===== config.mk =====
export PLATFORM = sky130hd
export DESIGN_NAME = mult_product_accumulator
export DESIGN_NICKNAME = d
export VERILOG_FILES = /design/src/rtl/mult_product_accumulator.sv
export SDC_FILE = /design/constraint.sdc
export NUM_CORES = 1
export LEC_CHECK = 0
export ABC_AREA = 0
export CAP_MARGIN = 20
export CORE_MARGIN = 10
export CORE_UTILIZATION = 56
export CTS_BUF_LIST = sky130_fd_sc_hd__clkbuf_16
export DETAILED_ROUTE_END_ITERATION = 12
export PLACE_DENSITY = 0.88
export SLEW_MARGIN = 15
export SYNTH_ARGS = -nofsm -noshare
export SYNTH_HDL_FRONTEND = slang
export SYNTH_SLANG_ARGS = --single-unit
export TNS_END_PERCENT = 50

===== constraint.sdc =====
create_clock -name clk -period 3.4 [get_ports clk]
set_input_delay 0.34 -clock clk [delete_from_list [all_inputs] [get_ports clk]]
set_output_delay 0.34 -clock clk [all_outputs]
set_load 0.05 [all_outputs]

===== src/rtl/mult_product_accumulator.sv =====
// Registered multiply-accumulate back end: sums a stream of 8-bit multiplier
// products into per-group dot-product results behind valid/ready handshakes.
module mult_product_accumulator #(
    parameter int unsigned LEN   = 4,
    parameter int unsigned ACC_W = 10,
    parameter int unsigned CNT_W = $clog2(LEN + 1)
) (
    input  logic             clk,
    input  logic             rst,
    input  logic             in_valid,
    output logic             in_ready,
    input  logic [7:0]       in_product,
    input  logic             in_last,
    output logic             out_valid,
    input  logic             out_ready,
    output logic [ACC_W-1:0] out_data,
    output logic [CNT_W-1:0] out_count,
    output logic             out_ovf
);

    typedef enum logic {
        ST_ACC,
        ST_OUT
    } state_t;

    state_t             state_q, state_d;
    logic [ACC_W-1:0]   acc_q, acc_d;
    logic [CNT_W-1:0]   cnt_q, cnt_d;
    logic               ovf_q, ovf_d;
    logic               out_valid_q, out_valid_d;
    logic [ACC_W-1:0]   out_data_q, out_data_d;
    logic [CNT_W-1:0]   out_count_q, out_count_d;
    logic               out_ovf_q, out_ovf_d;

    logic               accept;
    logic               close_grp;
    logic [ACC_W:0]     sum;
    logic [CNT_W-1:0]   cnt_inc;

    assign in_ready  = (state_q == ST_ACC) && !rst;
    assign accept    = in_valid && in_ready;
    // Bit ACC_W of the widened sum is the carry that feeds the sticky overflow.
    assign sum       = (ACC_W + 1)'(acc_q) + (ACC_W + 1)'(in_product);
    assign cnt_inc   = cnt_q + CNT_W'(1);
    assign close_grp = (cnt_q == CNT_W'(LEN - 1)) || in_last;

    always_comb begin
        state_d     = state_q;
        acc_d       = acc_q;
        cnt_d       = cnt_q;
        ovf_d       = ovf_q;
        out_valid_d = out_valid_q;
        out_data_d  = out_data_q;
        out_count_d = out_count_q;
        out_ovf_d   = out_ovf_q;
        case (state_q)
            ST_ACC: begin
                if (accept) begin
                    if (close_grp) begin
                        out_data_d  = sum[ACC_W-1:0];
                        out_count_d = cnt_inc;
                        out_ovf_d   = ovf_q | sum[ACC_W];
                        out_valid_d = 1'b1;
                        state_d     = ST_OUT;
                    end else begin
                        acc_d = sum[ACC_W-1:0];
                        cnt_d = cnt_inc;
                        ovf_d = ovf_q | sum[ACC_W];
                    end
                end
            end
            ST_OUT: begin
                if (out_ready) begin
                    out_valid_d = 1'b0;
                    acc_d       = '0;
                    cnt_d       = '0;
                    ovf_d       = 1'b0;
                    state_d     = ST_ACC;
                end
            end
            default: state_d = ST_ACC;
        endcase
    end

    always_ff @(posedge clk) begin
        if (rst) begin
            state_q     <= ST_ACC;
            acc_q       <= '0;
            cnt_q       <= '0;
            ovf_q       <= 1'b0;
            out_valid_q <= 1'b0;
            out_data_q  <= '0;
            out_count_q <= '0;
            out_ovf_q   <= 1'b0;
        end else begin
            state_q     <= state_d;
            acc_q       <= acc_d;
            cnt_q       <= cnt_d;
            ovf_q       <= ovf_d;
            out_valid_q <= out_valid_d;
            out_data_q  <= out_data_d;
            out_count_q <= out_count_d;
            out_ovf_q   <= out_ovf_d;
        end
    end

    assign out_valid = out_valid_q;
    assign out_data  = out_data_q;
    assign out_count = out_count_q;
    assign out_ovf   = out_ovf_q;

endmodule


Word-level counts from Yosys, hierarchy flattened --
Cells that the tools add are included.
Word-level totals: word-level logic and storage cells 43, input bits 13, output and inout bits 16, bits in registers 30
Operators by class: bitwise operators 2, add/sub/neg operators 2, reductions and logical operators 7, eq/ne operators 5, mux-type cells 19
Operator list (number):
- $mux 10 | 3
- $pmux 10 s2 | 1
- $add 10x8->11 | 1
- $mux 3 | 3
- $reduce_and 3->1 | 3
- $mux 1 | 8
- $ne 2x2->1 const B | 4
- $pmux 1 s2 | 3
- $pmux 3 s2 | 1
- $add 3x1->3 const B | 1
- $eq 3x2->1 const B | 1
- $logic_and 1x1->1 | 2
- $logic_not 1->1 | 1
- $logic_or 1x1->1 | 1
- $not 1->1 | 1
- $or 1x1->1 | 1

Longest topological paths before layout --
depth in word-level cells 5, mapped depth 7, depth with buffers taken out 6

Worst setup path after synthesis --
Ideal clock, no wire load.
path type in2out, start point in rst, end point out in_ready, required time 3.060 ns, path slack 1.545 ns, path buffers 3, arrival 1.515 ns, stages on the path 4, path through buf_6 clkbuf_1 clkbuf_1 nor2_1
On the way: word-level cells in the longest chain between the ends 2
RTL lines:
- start: declaration | RTL line 9 | input logic rst,
- $logic_not 1->1 | RTL line 40 | assign in_ready = (state_q == ST_ACC) && !rst;
- $logic_and 1x1->1 | RTL line 40
- end: declaration | RTL line 11 | output logic in_ready,
Every way passes these cells.

Worst setup path after layout --
Same ends and word-level chain as after synthesis.

==> flow_summary.json <==
{
  "ctsResizeCount": 0,
  "fin_worst_skew_ns": 0.00385,
  "num_antenna_cells": 0,
  "initial_core_util_pct": 58.7,
  "ys_types": 47,
  "clkSinkCount": 30,
  "critPathKind": "input pin to output port",
  "regArea_um2": 601,
  "grt_max_degree": 23,
  "io_buffers": 28,
  "vias": 1385,
  "fmax_mhz": 475,
  "min_period_ns": 2.11,
  "syn_avg_cell_area_um2": 9.41,
  "r2r_setup_slack_ns": 1.44,
  "hp-class": "flop to flop",
  "worstMarginPinSlew_ns": 0.798,
  "ir_worst_vdd_mv": 0.570,
  "drt_drc_violations_left": 0,
  "syn-num-nets": 196,
  "slew_headroom_pct": 46.8,
  "crit_path_end_kind": "output port",
  "htreeDepth": 2,
  "r2r_cells": 6,
  "dp_hpwl_mm": 2.92,
  "hold-path-cell-count": 2,
  "die_h_um": 73.8,
  "cp-start-kind": "input pin",
  "worstPathMaxFanout": 4,
  "hold_buffers": 0,
  "antenna_found_initial": 0,
  "multiInputGateArea_um2": 961,
  "ant_nets": 0,
  "r2r-start": "cnt_q[0]",
  "grtUsageTotal_pct": 15.5,
  "synthArstFlopShare_pct": 0,
  "wl_mm": 3.98,
  "dr.pass1.iters": 4,
  "die_w_um": 73.8,
  "initialDrtViolationCount": 52,
  "synthesis.area_mm2": 0.00162,
  "slew_violations": 0,
  "rsz0062_at_grt": "no",
  "fillerInstances": 215,
  "cellPowerDensity_mw_per_mm2": 483,
  "outcome": "complete, no violations",
  "cts.path.max_buffers": 2,
  "worstReg2RegEnd": "acc_q[6]",
  "critPathLaunch": "rst",
  "crit_end": "in_ready",
  "final_nets": 226,
  "power.leakage_uw": 0.000767,
  "grt_pass1_wl_mm": 6.60,
  "area_growth_pct": 25.9,
  "io_pins": 29,
  "row_count": 19,
  "cts_made_buffers": 5,
  "grt_pass1_vias": 1455,
  "cp.required_ns": 3.06,
  "root_buffer": "clkbuf_16",
  "synth_compound_area_share_pct": 27.0,
  "cap_violations": 0,
  "fin_area_mm2": 0.00204,
  "dieArea_mm2": 0.00544,
  "clock_latency_ns": 0.28,
  "yosys.area_share.simple_pct": 22.4,
  "clk_pin_slew_ns": 0.05,
  "via_per_inst": 5.92,
  "hold_violations": 0,
  "gp_congestion": 0.938,
  "synth-main-ff-cell": "dfxtp_1",
  "period_share_pct": 61.9,
  "cts_tree": "done",
  "synth-seq-area-share_pct": 37.1,
  "dpl_cell_area_mm2": 0.00190,
  "synth_xor_area_share_pct": 1.08,
  "grt_overflow": 0,
  "cts_setup_buffers": 0,
  "arrival_ns": 1.77,
  "synthMuxAreaShare_pct": 0,
  "netlist_instances": 172,
  "synth_top_family_by_area": "compound AO/OA/AOI/OAI gates",
  "ys_seq_elements": 30,
  "synthAdderAreaFrac_pct": 8.97,
  "setup_viol": 0,
  "drive_gt1_share_pct": 13.8,
  "wl_per_cell_um": 17.0,
  "synth_warnings": 0,
  "tns_ns": 0,
  "core_mm2": 0.00276,
  "synth_edf_count": 0
}
critical path, cell delays in order:
cell and delay (ns):
clkdlybuf4s50_1 0.49, nor2_1 0.12, clkdlybuf4s50_1 0.81
layout by cell type (no fill, tap or decap), drive strengths merged, types with 2 or more instances in the layout:
| master | Yosys | layout |
|---|---|---|
| dfxtp | 30 | 30 |
| clkdlybuf4s50 | 0 | 28 |
| nand2 | 22 | 22 |
| a21oi | 16 | 16 |
| ha | 10 | 10 |
| nor2 | 9 | 9 |
| o21ai | 9 | 9 |
| nand3 | 7 | 7 |
| a211oi | 6 | 6 |
| clkbuf | 3 | 5 |
| inv | 3 | 4 |
| o31ai | 4 | 4 |
| or3 | 4 | 4 |
| nand2b | 4 | 4 |
| o211ai | 4 | 4 |
| a21o | 3 | 3 |
| nand3b | 3 | 3 |
| a22o | 3 | 3 |
| nor3 | 3 | 3 |
| nor3b | 3 | 3 |
| a21boi | 2 | 2 |
| and3b | 2 | 2 |
| xnor2 | 2 | 2 |
| or2 | 2 | 2 |
| o221ai | 2 | 2 |
| a31o | 2 | 2 |
| a32o | 2 | 2 |
| clkinv | 0 | 2 |
cell type report:
cell class | instances | area share, %
Tap cell | 31 | 1.90
Clock inverter | 3 | 0.614
Timing Repair Buffer | 29 | 14.1
Inverter | 3 | 0.553
Multi-Input combinational cell | 133 | 47.2
Clock buffer | 5 | 6.14
Sequential cell | 30 | 29.5
layer usage:
| layer | wire length (µm) | global-route usage, % | up-vias |
|---|---|---|---|
| met3 | 220 | 6.06 | 8 |
| met5 | 0 | 0 | - |
| li1 | - | - | 700 |
| met4 | 70 | 6.83 | 0 |
| met1 | 1710 | 16.5 | 644 |
| met2 | 1990 | 26.4 | 33 |
logic make-up after synthesis:
group | count (synthesis)
AO/OA/AOI/OAI | 57
XOR/XNOR | 2
adder cells (fa/ha/maj) | 11
buffers and inverters | 9
flip-flops | 30
AND/OR/NAND/NOR | 63
synth_stat cells, types with 2 or more instances:
master	count	area share, %
ha_1	10	7.7
nor3_1	2	0.62
o221ai_2	2	1.9
a21boi_0	2	0.93
a22o_1	3	1.6
o21ai_1	3	0.93
xnor2_1	2	1.1
clkbuf_1	3	0.70
or2_2	2	0.77
nand3b_1	3	1.4
nand2_2	2	0.77
a21oi_1	16	4.9
o21ai_0	5	1.5
nor3b_1	2	0.93
buf_6	3	2.1
nor2_1	7	1.6
o31ai_1	4	1.9
inv_1	3	0.70
a211oi_2	5	3.9
or3_1	4	1.5
nand3_1	7	2.2
and3b_1	2	1.1
dfxtp_1	30	37
nand2_1	20	4.6
o211ai_1	3	1.4
nand2b_1	4	1.5
a21o_1	3	1.4
per-stage QoR:
step           cells  total power (µW)  setup WS (ns)  hold WS [ns]  util [%]
2_1_floorplan    172               517           1.55         0.429         -
3_3_place_gp     226               566           1.10         0.441      68.9
3_5_place_dp     226               573           1.06         0.453      68.9
4_1_cts          234               988           1.29         0.459      73.9
5_1_grt          234              1020           1.24         0.476      73.9
6_report         234               983           1.29         0.460      73.9
registers in the layout, indices dropped and copies added, names as in the netlist:
| register | flops |
|---|---|
| out_valid | 1 |
| cnt_q | 3 |
| out_ovf | 1 |
| acc_q | 10 |
| ovf_q | 1 |
| state_q | 1 |
| out_count | 3 |
| out_data | 10 |
worst min-delay path by stage:
stage,from,slack [ns],end
finish,out_count[0],0.46,out_count[0]
global route,out_data[3],0.48,out_data[3]
CTS,out_data[3],0.46,out_data[3]
detailed placement,out_data[3],0.45,out_data[3]
global placement,out_count[0],0.44,out_count[0]
floorplan,acc_q[2],0.43,acc_q[2]
power by group:
group	internal (µW)	switching (µW)
sequential	370	11.1
combinational	74.8	114
clock	264	150
total	708	275
(Power assumes the default switching activity.)
